## config.mk

```make
export PLATFORM = sky130hd
export DESIGN_NAME = v_shift_sat
export DESIGN_NICKNAME = d
export VERILOG_FILES = /design/src/rtl/mlops_pkg.sv /design/src/rtl/lane_shift_sat.sv /design/src/rtl/v_shift_sat.sv
export SDC_FILE = /design/constraint.sdc
export NUM_CORES = 1
export LEC_CHECK = 0
export BUFFER_PORTS_ARGS = -buffer_cell sky130_fd_sc_hd__buf_2
export CAP_MARGIN = 20
export CELL_PAD_IN_SITES_DETAIL_PLACEMENT = 1
export CELL_PAD_IN_SITES_GLOBAL_PLACEMENT = 2
export CORE_UTILIZATION = 35
export CTS_CLUSTER_DIAMETER = 50
export DETAILED_ROUTE_END_ITERATION = 10
export GPL_TIMING_DRIVEN = 0
export PLACE_DENSITY = 0.8
export RECOVER_POWER = 50
export SYNTH_ARGS = -nofsm -noshare
export SYNTH_HDL_FRONTEND = slang
export SYNTH_HIERARCHICAL = 1
export SYNTH_SLANG_ARGS = --single-unit
```

## constraint.sdc

```tcl
create_clock -name clk_in -period 4.3 [get_ports clk_in]
set_input_delay 0.645 -clock clk_in [delete_from_list [all_inputs] [get_ports clk_in]]
set_output_delay 0.645 -clock clk_in [all_outputs]
set_load 0.02 [all_outputs]
```

## src/rtl/mlops_pkg.sv

```systemverilog
// Shared types and helpers for the mlops vector datapath.
// Holds the vector-processor state enum and saturation bounds.
package mlops_pkg;

    typedef enum logic {
        WAITING    = 1'b0,
        PROCESSING = 1'b1
    } vproc_state_t;

    function automatic int sat_max(input int n);
        return (1 << (n - 1)) - 1;
    endfunction

    function automatic int sat_min(input int n);
        return -(1 << (n - 1));
    endfunction

endpackage

```

## src/rtl/lane_shift_sat.sv

```systemverilog
// One combinational lane: arithmetic right shift or saturating left shift.
// V_SHIFT_SAT_ROUND_EN selects round-half-up right shifts instead of floor.
module lane_shift_sat
    import mlops_pkg::*;
#(
    parameter int NBits = 8,
    parameter int AW    = $clog2(NBits) + 1
)(
    input  logic [NBits-1:0] data,
    input  logic [AW-1:0]    amt,
    input  logic             left,
    input  logic             valid,
    output logic [NBits-1:0] result,
    output logic             sat
);

    localparam int W2 = 2 * NBits;
    localparam logic [AW-1:0] AMT_FULL = AW'(NBits);
    localparam logic signed [W2-1:0] HI = W2'(sat_max(NBits));
    localparam logic signed [W2-1:0] LO = W2'(sat_min(NBits));

    logic signed [NBits-1:0] x;
    logic signed [W2-1:0]    wide;
    logic        [NBits-1:0] shr;

    assign x = data;

`ifdef V_SHIFT_SAT_ROUND_EN
    logic signed [NBits:0] ext;
    logic signed [NBits:0] bias;
    logic signed [NBits:0] rsum;
    logic signed [NBits:0] rsh;

    // Right shift with a half-LSB bias added first; huge amounts give 0.
    always_comb begin
        ext  = {x[NBits-1], x};
        bias = '0;
        if (amt != '0) begin
            bias = (NBits + 1)'(1) << (amt - AW'(1));
        end
        rsum = ext + bias;
        rsh  = rsum >>> amt;
        if (amt >= AMT_FULL) begin
            shr = '0;
        end else begin
            shr = rsh[NBits-1:0];
        end
    end
`else
    logic signed [NBits-1:0] tsh;

    // Floor right shift; huge amounts collapse to the sign fill.
    always_comb begin
        tsh = x >>> amt;
        if (amt >= AMT_FULL) begin
            shr = {NBits{x[NBits-1]}};
        end else begin
            shr = tsh;
        end
    end
`endif

    // Select shift direction, clamp left shifts, and blank unused lanes.
    always_comb begin
        wide   = {{NBits{x[NBits-1]}}, x} <<< amt;
        result = '0;
        sat    = 1'b0;
        if (valid) begin
            if (left) begin
                if (amt >= AMT_FULL) begin
                    if (x != '0) begin
                        sat    = 1'b1;
                        result = x[NBits-1] ? LO[NBits-1:0] : HI[NBits-1:0];
                    end
                end else if (wide > HI) begin
                    sat    = 1'b1;
                    result = HI[NBits-1:0];
                end else if (wide < LO) begin
                    sat    = 1'b1;
                    result = LO[NBits-1:0];
                end else begin
                    result = wide[NBits-1:0];
                end
            end else begin
                result = shr;
            end
        end
    end

endmodule

```

## src/rtl/v_shift_sat.sv

```systemverilog
// Streaming vector shift unit: chunked shift/saturate with a registered output.
// Optional build macro V_SHIFT_SAT_ROUND_EN enables rounded right shifts.
module v_shift_sat
    import mlops_pkg::*;
#(
    parameter int InVecLength = 16,
    parameter int WorkingRegs = 4,
    parameter int NBits       = 8
)(
    input  logic                         clk_in,
    input  logic                         rst_in,
    input  logic                         in_data_ready,
    input  logic [WorkingRegs*NBits-1:0] in_data,
    input  logic [$clog2(NBits):0]       shift_amt,
    input  logic                         shift_left,
    input  logic                         out_full,
    output logic                         req_chunk_in,
    output logic [WorkingRegs*NBits-1:0] write_out_data,
    output logic                         req_chunk_out,
    output logic                         out_vector_valid,
    output logic                         out_sat
);

    localparam int AW        = $clog2(NBits) + 1;
    localparam int NChunks   = (InVecLength + WorkingRegs - 1) / WorkingRegs;
    localparam int LastLanes = InVecLength - (NChunks - 1) * WorkingRegs;
    localparam int CW        = (NChunks > 1) ? $clog2(NChunks) : 1;
    localparam logic [CW-1:0] LAST_IDX = CW'(NChunks - 1);

    vproc_state_t state;
    vproc_state_t state_nxt;

    logic [CW-1:0]                chunk_idx;
    logic [AW-1:0]                amt_q;
    logic [AW-1:0]                amt_cur;
    logic                         left_q;
    logic                         left_cur;
    logic                         sat_acc;
    logic                         sat_base;
    logic                         chunk_sat;
    logic                         accept;
    logic                         last_chunk;
    logic [WorkingRegs*NBits-1:0] lanes_out;
    logic [WorkingRegs-1:0]       lane_sat;
    logic [WorkingRegs-1:0]       lane_valid;

    assign accept       = in_data_ready && !out_full && !rst_in;
    assign req_chunk_in = accept;

    // Chunk 0 uses live parameters; later chunks use the latched copy.
    assign amt_cur    = (state == WAITING) ? shift_amt : amt_q;
    assign left_cur   = (state == WAITING) ? shift_left : left_q;
    assign last_chunk = (chunk_idx == LAST_IDX);
    assign sat_base   = (state == WAITING) ? 1'b0 : sat_acc;
    assign chunk_sat  = |lane_sat;

    for (genvar i = 0; i < WorkingRegs; i++) begin : g_lane
        assign lane_valid[i] = !last_chunk || (i < LastLanes);

        lane_shift_sat #(
            .NBits (NBits),
            .AW    (AW)
        ) u_lane (
            .data   (in_data[i*NBits +: NBits]),
            .amt    (amt_cur),
            .left   (left_cur),
            .valid  (lane_valid[i]),
            .result (lanes_out[i*NBits +: NBits]),
            .sat    (lane_sat[i])
        );
    end

    // State register.
    always_ff @(posedge clk_in) begin
        if (rst_in) begin
            state <= WAITING;
        end else begin
            state <= state_nxt;
        end
    end

    // Next state: stay busy until the last chunk of the vector is accepted.
    always_comb begin
        state_nxt = state;
        case (state)
            WAITING: begin
                if (accept && !last_chunk) begin
                    state_nxt = PROCESSING;
                end
            end
            PROCESSING: begin
                if (accept && last_chunk) begin
                    state_nxt = WAITING;
                end
            end
            default: state_nxt = WAITING;
        endcase
    end

    // Chunk counter, latched shift parameters and sticky saturation.
    always_ff @(posedge clk_in) begin
        if (rst_in) begin
            chunk_idx <= '0;
            amt_q     <= '0;
            left_q    <= 1'b0;
            sat_acc   <= 1'b0;
        end else if (accept) begin
            if (state == WAITING) begin
                amt_q  <= shift_amt;
                left_q <= shift_left;
            end
            chunk_idx <= last_chunk ? '0 : chunk_idx + CW'(1);
            sat_acc   <= sat_base | chunk_sat;
        end
    end

    // Output stage: one write per accepted chunk, flags on the last one.
    always_ff @(posedge clk_in) begin
        if (rst_in) begin
            write_out_data   <= '0;
            req_chunk_out    <= 1'b0;
            out_vector_valid <= 1'b0;
            out_sat          <= 1'b0;
        end else begin
            req_chunk_out    <= accept;
            out_vector_valid <= accept && last_chunk;
            out_sat          <= accept && last_chunk && (sat_base | chunk_sat);
            if (accept) begin
                write_out_data <= lanes_out;
            end
        end
    end

endmodule

```

======== Word-level counts from Yosys, hierarchy flattened ========
Cells that the tools add are included.
operators by class
  add/subtract/negate cells ............... 1
  $lt $le $gt $ge ......................... 9
  eq/ne operators ......................... 1
  shift-type cells ........................ 8
  muxes and demuxes ....................... 55
  bitwise gates (word level) .............. 2
  reductions and logical operators ........ 13
operators with widths
  cell                                                      number
  two-way mux 8 bit                                         28
  > comparator 16 x 8 -> 1 bit, second input constant       4
  < comparator 16 x 8 -> 1 bit, second input constant       4
  <<< shifter 16 x 4 -> 16 bit                              4
  nonzero test 8 bit                                        4
  >>> shifter 8 x 4 -> 8 bit                                4
  two-way mux 1 bit                                         24
  logical AND 1 bit                                         5
  greater-or-equal comparator 4 bit, second input constant  1
  two-way mux 4 bit                                         1
  OR reduction 4 bit                                        1
  logical NOT 1 bit                                         3
  adder 2 x 1 -> 2 bit, second input constant               1
  == test 2 bit, second input constant                      1
  two-way mux 2 bit                                         1
  case mux 1 bit (2 select lines)                           1
  inverter 1 bit                                            1
  OR 1 bit                                                  1
word-level totals
  flip-flop bits (word level) ............. 44

======== Depth between registers and ports, before layout ========
Gate-level depths: netlist of run 1.
  depth after elaboration ................. 10
  mapped depth ............................ 15

======== Modules after synthesis ========
The synthesis of run 1 kept the hierarchy.
modules (own cells, without submodules)
  module          instances  cells an instance  area each (µm²)
  lane_shift_sat  4          146                1098.6
  v_shift_sat     1          193                1664.1

======== Worst setup path before layout of run 1 ========
Ideal clock, no wire load.
  path type ............................... input to register
  from .................................... in shift_amt[0]
  to ...................................... reg sat_acc
  arrival ................................. 3.423 ns
  data required time ...................... 4.169 ns
  slack ................................... 0.746 ns
  stages .................................. 13
  cell sequence ........................... mux2_2 > buf_6 > buf_6 > nand3_1 > mux2_2 > a211oi_2 > nand4_1 > or4_1 > a21oi_1 > a311oi_1 > or4_1 > a21oi_1 > o21ai_0
on the way
  longest elaborated chain between the ends .. 9
  elaborated cells between the ends (all ways) .. 32
  classes of those cells .................. 9 x order compare; 4 x shift; 17 x mux; 1 x bitwise; 1 x reduce/logical
ends and longest elaborated chain
  item                          RTL line              source
  from (decl)                   v_shift_sat.sv:14     input logic [$clog2(NBits):0] shift_amt,
  two-way mux 4 bit (*)         --
  <<< shifter 16 x 4 -> 16 bit  lane_shift_sat.sv:65  wide = {{NBits{x[NBits-1]}}, x} <<< amt;
  < comparator 16 x 8 -> 1 bit  lane_shift_sat.sv:78  end else if (wide < LO) begin
  two-way mux 1 bit             lane_shift_sat.sv:78
  two-way mux 1 bit             lane_shift_sat.sv:75  end else if (wide > HI) begin
  two-way mux 1 bit (*)         lane_shift_sat.sv:70  if (amt >= AMT_FULL) begin
  two-way mux 1 bit (*)         lane_shift_sat.sv:69  if (left) begin
  net lane_sat[1]               v_shift_sat.sv:44     logic [WorkingRegs-1:0] lane_sat;
  OR reduction 4 bit (*)        v_shift_sat.sv:55     assign chunk_sat = |lane_sat;
  OR 1 bit (*)                  v_shift_sat.sv:113    sat_acc <= sat_base | chunk_sat;
  to (signal assigned)          v_shift_sat.sv:113
  to (decl)                     v_shift_sat.sv:38     logic sat_acc;
The timed path passes the listed nets; every way through them passes the cells marked *.
A chain may end at the register's enable or synchronous reset.

==> impl_metrics.tcl, run 1 <==
set metrics [dict create \
    async_flop_share_pct 0 \
    area_growth_pct 13.4 \
    finalSetupViolations 0 \
    nNetsFinal 912 \
    die_area_sq_mm 0.0178 \
    cts_num_sinks 44 \
    antenna_found_initial 0 \
    critPathKind "reg -> reg" \
    finalCritPeriodShare_pct 93.0 \
    worstMarginPinSlew_ns 0.669 \
    clockPowerShare_pct 27.0 \
    reg2reg_slack_ns 0.30 \
    total_leakage_power_nw 2.79 \
    drc 0 \
    synth_edf_count 0 \
    stdcell_count 1091 \
    synthFlopType "dfxtp_1" \
    overflow 0 \
    critical_path_required_ns 4.47 \
    dr.pass1.iters 4 \
    nFillCells 2123 \
    r2r-end "sat_acc" \
    grt_start_max_net_pins 16 \
    hold_class "reg -> reg" \
    wirelength_mm 20.6 \
    synth-seq-area-share_pct 14.5 \
    worstSetupEndpoint "sat_acc" \
    hold_buffers 0 \
    layout-drive-gt1-share_pct 17.3 \
    first_global_vias 6429 \
    ant_nets 0 \
    io_pins 77 \
    vdd_drop_max_mv 0.148 \
    crit_chain "mux2_2 > buf_6 > buf_6 > nand3_1 > mux2_2 > a211oi_2 > nand4_1 > or4_1 > a21oi_1 > a311oi_1 > or4_1 > a21oi_1 > o21ai_0" \
    rsz0062_at_grt "false" \
    start_util_pct 36.1 \
    via_per_inst 5.74 \
    seqPwrFrac_pct 26.0 \
    crit_arrival_ns 4.17 \
    start_kind "register" \
    yosysWarnings 6 \
    place.gp.congestion 0.961 \
    htree_levels 2 \
    critPathCaptureType "register" \
    fin_worst_skew_ns 0.00846 \
    r2r_cells 13 \
    status "complete, no violations" \
    crit_buf_inv 2 \
    rows 47 \
    core_sq_mm 0.0168 \
    switching_share_pct 39.5 \
    num_vias 6263 \
    p_int_mw 1.02 \
    track_usage_pct 23.5 \
    hpwl_mm 16.3 \
    clkSlewWorstSetupHoldPaths_ns 0.07 \
    clk_latency_ns 0.30 \
    avgSynthCellArea_sq_um 7.80 \
    fp.dieH_um 134 \
    synth-seq-cells 44 \
    root_buffer "clkbuf_16" \
    comb_power_share_pct 46.9 \
    mostFrequentLayoutCells "nand2_1, clkbuf_1, nor2_1" \
    slowest_delay_ns 0.54 \
    grt_pass1_wl_mm 33.8 \
    cp.depth 13 \
    post-route-min-period_ns 4.00 \
    placedCellCount 1084 \
    synth.distinct_cells 51 \
    wl_per_cell_um 18.9 \
    cts_tree "done" \
    power_mw 1.68 \
    fmax_ghz 0.250 \
    synthCells 777 \
    cts.path.max_buffers 2 \
    finalHoldViolCount 0 \
    p_per_area_mw_per_mm2 245 \
    die_w_um 134 \
    drv_slew 0 \
    slowest_stage "or4_1" \
    diodes 0 \
    critPathTopFamily "simple AND/OR/NAND/NOR gates" \
    tns_ns 0 \
    crit_fanout 10 \
    p_switching_uw 665 \
    final_common_cell "nand2_1" \
    drt_iter0_markers 373 \
    slew_headroom_pct 55.0 \
    synth.cell_area_sq_mm 0.00606 \
    io_buffer_count 68 \
    cts_made_buffers 5 \
    cap_viol_max_count 0 \
]
==> synthesized netlist by cell type, types with 6 or more instances <==
library cell,number,area (sq um)
buf_6,13,146
o21a_1,12,90.1
nor2_1,59,221
o21ai_0,29,145
or4_1,9,67.6
dfxtp_1,44,881
and2_1,9,56.3
mux2_2,21,236
clkbuf_1,43,161
nand3b_1,42,315
nor4_1,8,50.1
nor2b_1,13,81.3
o211a_1,16,160
nor3_1,26,130
o21bai_1,12,90.1
nand2_1,139,522
buf_2,12,60.1
inv_1,21,78.8
mux2i_1,52,521
buf_1,6,22.5
a211oi_1,12,90.1
nand2b_1,8,50.1
a21oi_1,30,150
mux4_2,32,721
a311oi_1,8,70.1
nand3_1,16,80.1
==> power groups by stage <==
stage | registers [mW] | clock network, mW | logic (mW)
final | 0.438 | 0.455 | 0.790
after global routing | 0.441 | 0.489 | 0.860
after CTS | 0.437 | 0.471 | 0.792
after detailed placement | 0.446 | 0 | 0.788
after global placement | 0.445 | 0 | 0.771
after floorplan | 0.461 | 0 | 0.569
==> layer usage <==
metal	wire, um	GRT usage [%]
met4	289	4.04
met2	10100	40.7
met3	561	3.16
met5	0	0
met1	9640	31.2
==> cell families after synthesis <==
logic type | synth area share, %
buffers and inverters | 8.30
AO/OA/AOI/OAI | 20.5
flip-flops | 14.5
other | 0.0619
adder cells (fa/ha/maj) | 0.206
multiplexers | 25.1
AND/OR/NAND/NOR | 31.3
==> how the worst min path moves through the flow <==
| stage | start | end | cells past startpoint |
|---|---|---|---|
| after floorplan | amt_q[1] | amt_q[1] | 2 |
| after global placement | left_q | left_q | 2 |
| after detailed placement | write_out_data[7] | write_out_data[7] | 2 |
| after CTS | write_out_data[7] | write_out_data[7] | 2 |
| after global routing | amt_q[1] | amt_q[1] | 2 |
| final | amt_q[3] | amt_q[3] | 2 |
==> worst min-delay path, delay by kind of cell, from the launching register on <==
kind             cells  cell delay (ns)
DFF                  1             0.31
and+or+nand+nor      2             0.13
==> metrics by stage <==
step | setup WS, ns | hold slack [ns] | util (%) | area (sq um)
after floorplan | 0.746 | 0.446 | - | 6130
after global placement | 0.295 | 0.455 | 40.2 | 6750
after detailed placement | 0.173 | 0.463 | 40.2 | 6750
after CTS | 0.165 | 0.475 | 41.3 | 6920
after global routing | 0.124 | 0.504 | 41.0 | 6870
final | 0.301 | 0.474 | 41.0 | 6870
==> final cells by class <==
type | instances | area, sq um | share of cell area, %
repair buffers | 68 | 295 | 4.30
clock inverters | 3 | 46.3 | 0.674
clock buffers | 5 | 125 | 1.82
well taps | 220 | 275 | 4.01
multi-input cells | 652 | 4760 | 69.2
flip-flops and latches | 44 | 881 | 12.8
plain buffers | 77 | 408 | 5.94
inverters | 22 | 82.6 | 1.20
==> sequential cells by signal, indices dropped and copies added, names as in the netlist, named ones only <==
register / flops
sat_acc: 1
chunk_idx: 2
req_chunk_out: 1
amt_q: 4
out_vector_valid: 1
write_out_data: 32
out_sat: 1
left_q: 1
==> repair_timing <==
item,in CTS,in global routing
resized for setup,0,3
endpoints found under the hold margin,0,0
endpoints found under the setup margin,0,2
setup buffers,0,0
No activity file was read; power rests on OpenSTA's default activity.
==> inputs of run 2 (changes only) <==
--- a/config.mk
+++ b/config.mk
@@ -5,6 +5,7 @@
 export SDC_FILE = /design/constraint.sdc
 export NUM_CORES = 1
 export LEC_CHECK = 0
+export ABC_CLOCK_PERIOD_IN_PS = 4300
 export BUFFER_PORTS_ARGS = -buffer_cell sky130_fd_sc_hd__buf_2
 export CAP_MARGIN = 20
 export CELL_PAD_IN_SITES_DETAIL_PLACEMENT = 1
@@ -13,7 +14,7 @@
 export CTS_CLUSTER_DIAMETER = 50
 export DETAILED_ROUTE_END_ITERATION = 10
 export GPL_TIMING_DRIVEN = 0
-export PLACE_DENSITY = 0.8
+export PLACE_DENSITY = 0.9
 export RECOVER_POWER = 50
 export SYNTH_ARGS = -nofsm -noshare
 export SYNTH_HDL_FRONTEND = slang
==> run 2 against run 1 <==
  * First-iteration DRC count up 1.3%
  * Fmax is 0.96% lower
  * Flip-flop and latch count is the same
  * Clock power is 3% lower
  * Register-to-register slack got worse by 0.04 ns
  * Die area unchanged
  * Clock skew shrank 0.0013 ns
  * Non-clock buffer count stayed put
  * Hold slack about the same
  * Critical path type unchanged
  * Largest cell class unchanged
==> impl_metrics.tcl, run 2 (synthesis results as in run 1) <==
set metrics [dict create \
    crit_fanout 10 \
    p_per_area_mw_per_mm2 242 \
    clk_latency_ns 0.29 \
    slowest_delay_ns 0.54 \
    stdcell_count 1091 \
    core_sq_mm 0.0168 \
    placedCellCount 1084 \
    grt_start_max_net_pins 14 \
    mostFrequentLayoutCells "nand2_1, clkbuf_1, nor2_1" \
    hpwl_mm 15.2 \
    drt_iter0_markers 378 \
    slew_headroom_pct 52.3 \
    final_core_util_pct 40.9 \
    die_w_um 134 \
    crit_chain "mux2_2 > buf_6 > buf_6 > mux2i_1 > nor4_1 > a211oi_2 > nand4_1 > or4_1 > a21oi_1 > a311oi_1 > or4_1 > a21oi_1 > o21ai_0" \
    worstMarginPinSlew_ns 0.709 \
    layout-drive-gt1-share_pct 17.2 \
    cts.path.max_buffers 2 \
    wl_per_cell_um 18.0 \
    total_leakage_power_nw 2.80 \
    cap_viol_max_count 0 \
    nNetsFinal 912 \
    critical_path_required_ns 4.46 \
    critPathCaptureType "register" \
    fmax_ghz 0.248 \
    nFillCells 2157 \
    htree_levels 2 \
    place.gp.congestion 0.884 \
    first_global_vias 6244 \
    hold_buffers 0 \
    num_vias 6254 \
    power_mw 1.66 \
    wirelength_mm 19.6 \
    worstSetupEndpoint "sat_acc" \
    root_buffer "clkbuf_16" \
    reg2reg_slack_ns 0.26 \
    dr.pass1.iters 5 \
    antenna_found_initial 0 \
    track_usage_pct 22.2 \
    cts_made_buffers 5 \
    area_growth_pct 13.3 \
    slowest_stage "or4_1" \
    ant_nets 0 \
    tns_ns 0 \
    start_util_pct 36.1 \
    finalCritPeriodShare_pct 93.9 \
    via_per_inst 5.73 \
    rows 47 \
    die_area_sq_mm 0.0178 \
    regMostFlops "write_out_data" \
    fin_worst_skew_ns 0.00720 \
    place_ws_ns 0.171 \
    finalHoldViolCount 0 \
    r2r-end "sat_acc" \
    cts_tree "done" \
    reg.largest.list "write_out_data x32, amt_q x4, chunk_idx x2" \
    cts_setup_buffers 0 \
    drc 0 \
    clkSlewWorstSetupHoldPaths_ns 0.07 \
    crit_arrival_ns 4.19 \
    grt_pass1_wl_mm 32.2 \
    start_kind "register" \
    critPathKind "reg -> reg" \
    diodes 0 \
    post-route-min-period_ns 4.04 \
    final_common_cell "nand2_1" \
    io_pins 77 \
    drv_slew 0 \
    r2r_cells 13 \
    fp.dieH_um 134 \
    cts_num_sinks 44 \
    final.setup.worst_slack_ns 0.262 \
    hold_ws_ns 0.474 \
    hold_class "reg -> reg" \
    finalSetupViolations 0 \
    status "complete, no violations" \
    fin_area_sq_mm 0.00686 \
    largest_reg_flops 32 \
    placed_area_sq_mm 0.00675 \
    overflow 0 \
    rsz0062_at_grt "false" \
    vdd_drop_max_mv 0.146 \
    io_buffer_count 68 \
]
==> run 2: cell type report <==
type / instances / area [sq um] / area share (%)
clock buffer: 6 / 129 / 1.88
tap: 220 / 275 / 4.01
multi-input combinational: 652 / 4750 / 69.2
clock inverter: 2 / 35.0 / 0.510
sequential: 44 / 881 / 12.8
timing repair buffer: 68 / 295 / 4.30
inverter: 22 / 82.6 / 1.20
buffer: 77 / 415 / 6.05
==> run 2: worst min path at each step <==
stage                       start            endpoint  slack [ns]  cells after the start
2_1_floorplan            amt_q[1]            amt_q[1]        0.45                      2
3_3_place_gp             amt_q[2]            amt_q[2]        0.46                      2
3_5_place_dp             amt_q[1]            amt_q[1]        0.46                      2
4_1_cts                  amt_q[1]            amt_q[1]        0.48                      2
5_1_grt        write_out_data[17]  write_out_data[17]        0.49                      2
6_report                 amt_q[1]            amt_q[1]        0.47                      2
==> run 2: power breakdown <==
| part | internal [mW] | total (mW) | switching, mW |
|---|---|---|---|
| sequential | 0.426 | 0.439 | 0.0125 |
| combinational | 0.316 | 0.779 | 0.463 |
| clock | 0.274 | 0.440 | 0.166 |
| total | 1.02 | 1.66 | 0.642 |
==> run 2: critical path: cells and delay by family, from the launching register on <==
family                 cells  cell delay, ns
buffers and inverters      2            0.31
flip-flops                 1            0.51
multiplexers               2            0.94
AND/OR/NAND/NOR            4            1.29
AO/OA/AOI/OAI              5            0.85
==> run 2: repair_timing <==
item | CTS | global route
gates resized for setup | 0 | 1
endpoints found under the hold margin | 0 | 0
endpoints found under the setup margin | 0 | 2
==> run 2: routing by layer <==
metal | GRT usage, % | part of all wire (%) | routed length [um]
met1 | 30.6 | 47 | 9250
met2 | 37.0 | 48 | 9350
met3 | 2.55 | 3.6 | 710
met4 | 4.55 | 1.6 | 308
met5 | 0 | 0 | 0
==> inputs of run 3 (changes only) <==
--- a/config.mk
+++ b/config.mk
@@ -5,16 +5,17 @@
 export SDC_FILE = /design/constraint.sdc
 export NUM_CORES = 1
 export LEC_CHECK = 0
+export ABC_AREA = 1
 export ABC_CLOCK_PERIOD_IN_PS = 4300
 export BUFFER_PORTS_ARGS = -buffer_cell sky130_fd_sc_hd__buf_2
 export CAP_MARGIN = 20
 export CELL_PAD_IN_SITES_DETAIL_PLACEMENT = 1
 export CELL_PAD_IN_SITES_GLOBAL_PLACEMENT = 2
-export CORE_UTILIZATION = 35
+export CORE_UTILIZATION = 31
 export CTS_CLUSTER_DIAMETER = 50
 export DETAILED_ROUTE_END_ITERATION = 10
 export GPL_TIMING_DRIVEN = 0
-export PLACE_DENSITY = 0.9
+export PLACE_DENSITY = 0.91
 export RECOVER_POWER = 50
 export SYNTH_ARGS = -nofsm -noshare
 export SYNTH_HDL_FRONTEND = slang
==> run 3 against run 2 <==
  * Register-to-register slack better by 0.78 ns
  * Count of clock-buffer cells in the layout is 1 lower
  * Cell area is 2.4% lower
  * Via count is 7.4% higher
  * Clock skew is 0.0015 ns higher
  * Flip-flop and latch count stayed put
  * Total power is 4.0% higher
  * Hold slack worse by 0.0015 ns
  * Combinational power is 14% higher
  * Setup slack better by 0.78 ns
  * Synthesized cell count is 33% higher
  * Critical path type unchanged
  * Critical endpoint is now out_sat
  * Largest power group unchanged
==> impl_metrics.tcl, run 3 <==
set metrics [dict create \
    hold_class "reg -> reg" \
    synthTopCellsByCount "nand2_1, nand3_1, nor2_1, inv_1, dfxtp_1" \
    antenna_found_initial 0 \
    final_common_cell "nand2_1" \
    cts_tree "done" \
    area_growth_pct 14.3 \
    grt_start_max_net_pins 16 \
    dr.pass1.iters 4 \
    core_sq_mm 0.0183 \
    io_pins 77 \
    drc 0 \
    drt_iter0_markers 242 \
    finalHoldViolCount 0 \
    rows 49 \
    nFillCells 2554 \
    crit_chain "clkbuf_2 > inv_1 > nand2_1 > nand2_1 > inv_2 > buf_6 > nand2_1 > nand2_1 > nand2_1 > nand2_1 > nand3_1 > nand2_1 > nor2_1 > nand3_2 > a21oi_4 > nand2_1 > nand2_1 > inv_1 > nor2_1 > nand3_1 > and2_1" \
    slowest_stage "nand2_1" \
    grt_pass1_wl_mm 33.2 \
    largest_reg_flops 32 \
    placedCellCount 1348 \
    synth.distinct_cells 34 \
    cts.path.max_buffers 2 \
    cap_viol_max_count 0 \
    cts_setup_buffers 0 \
    fmax_ghz 0.307 \
    crit_fanout 10 \
    slew_headroom_pct 41.7 \
    crit_arrival_ns 3.45 \
    start_kind "register" \
    synthFlopType "dfxtp_1" \
    start_util_pct 32.1 \
    regMostFlops "write_out_data" \
    slowest_delay_ns 0.64 \
    p_per_area_mw_per_mm2 257 \
    synth.top_cell.area_share_pct 28.0 \
    yosysMostFrequentCell "nand2_1" \
    critPathKind "reg -> reg" \
    synth_edf_count 0 \
    post_cts_resized 0 \
    finalSetupViolations 0 \
    synth_area_leader_cell "nand2_1" \
    io_buffer_count 76 \
    nNetsFinal 1168 \
    final.setup.worst_slack_ns 1.04 \
    diodes 0 \
    critical_path_required_ns 4.49 \
    drv_slew 0 \
    die_w_um 140 \
    mostFrequentLayoutCells "nand2_1, nand3_1, nor2_1" \
    track_usage_pct 20.6 \
    finalCritPeriodShare_pct 75.9 \
    place_ws_ns 0.904 \
    hpwl_mm 16.3 \
    stdcell_count 1356 \
    vdd_drop_max_mv 0.199 \
    total_leakage_power_nw 3.41 \
    cts_made_buffers 5 \
    async_flop_share_pct 0 \
    reg.largest.list "write_out_data x32, amt_q x4, chunk_idx x2" \
    place.gp.congestion 0.851 \
    fin_worst_skew_ns 0.00872 \
    ant_nets 0 \
    synth-seq-cells 44 \
    synthCells 1030 \
    fp.dieH_um 140 \
    wirelength_mm 19.6 \
    via_per_inst 4.95 \
    layout-drive-gt1-share_pct 22.3 \
    final_core_util_pct 36.7 \
    first_global_vias 6886 \
    synth-seq-area-share_pct 15.0 \
    clkSlewWorstSetupHoldPaths_ns 0.07 \
    synth_area_leaders "nand2_1, dfxtp_1, nand3_1" \
    die_area_sq_mm 0.0195 \
    worstMarginPinSlew_ns 0.873 \
    post-route-min-period_ns 3.26 \
    synth.cell_area_sq_mm 0.00586 \
    status "complete, no violations" \
    cts_num_sinks 44 \
    register_area_sq_um 881 \
    multi_input_area_sq_mm 0.00442 \
    hold_buffers 0 \
    avgSynthCellArea_sq_um 5.69 \
    overflow 0 \
    wl_per_cell_um 14.5 \
    tns_ns 0 \
    critPathCaptureType "register" \
    critPathMostFrequentCell "nand2_1" \
    root_buffer "clkbuf_16" \
    num_vias 6718 \
    clk_latency_ns 0.29 \
    htree_levels 2 \
    rsz0062_at_grt "false" \
    yosysWarnings 6 \
]
## run 3: cell count changes after synthesis, moves of 33 or more
cell      change
nand3_2      +33
nand2_1     +298
nand3b_1     -38
mux2i_1      -48
nand3_1     +100
## run 3: cell type report
type / count / area share [%]
timing repair buffer: 78 / 5.56
clock inverter: 3 / 0.317
clock buffer: 5 / 1.87
multi-input combinational: 883 / 66.0
buffer: 41 / 4.78
sequential: 44 / 13.1
tap: 229 / 4.28
inverter: 73 / 4.09
## run 3: logic make-up (layout without fill, tap and decap cells)
family          Yosys count  count (layout)  synth area share [%]
simple gates            750             750                  60.0
fa+ha+maj                 1               1                 0.213
mux                       4               4                 0.683
other cells               1              12                0.0640
flops                    44              44                  15.0
compound gates          116             116                  13.8
buf+inv                 114             200                  10.2
## run 3: worst max-delay path: cells and delay by family (launching register included)
family,cells,cell delay [ns]
compound gates,1,0.24
buf+inv,5,0.66
simple gates,15,1.95
flops,1,0.30
## run 3: through the flow
stage,hold WS [ns],power [mW],cell area [sq um]
final,0.473,1.72,6700
after global routing,0.490,1.87,6700
after CTS,0.474,1.75,6750
after detailed placement,0.462,1.35,6600
after global placement,0.457,1.33,6570
after floorplan,0.448,1.12,5900
## run 3: layer usage
metal	part of all wire, %	vias up	track usage, %	wire (um)
met1	49	3112	27.2	9520
li1	-	3502	-	-
met4	1.7	0	4.97	341
met2	48	86	36.7	9430
met3	1.7	18	1.03	331
met5	0	-	0	0
## run 3: worst paths after layout
| path | depth (start not counted) | slack [ns] | to | startpoint |
|---|---|---|---|---|
| min | 2 | 0.47 | write_out_data[19] | write_out_data[19] |
| min reg2reg | 2 | 0.47 | write_out_data[19] | write_out_data[19] |
| max | 21 | 1.04 | out_sat | register |
| max reg2reg | 21 | 1.04 | out_sat | register |
## run 3: power by group
group | internal [mW] | switching (mW)
logic | 0.293 | 0.597
registers | 0.429 | 0.0139
clock network | 0.217 | 0.173
total | 0.939 | 0.785
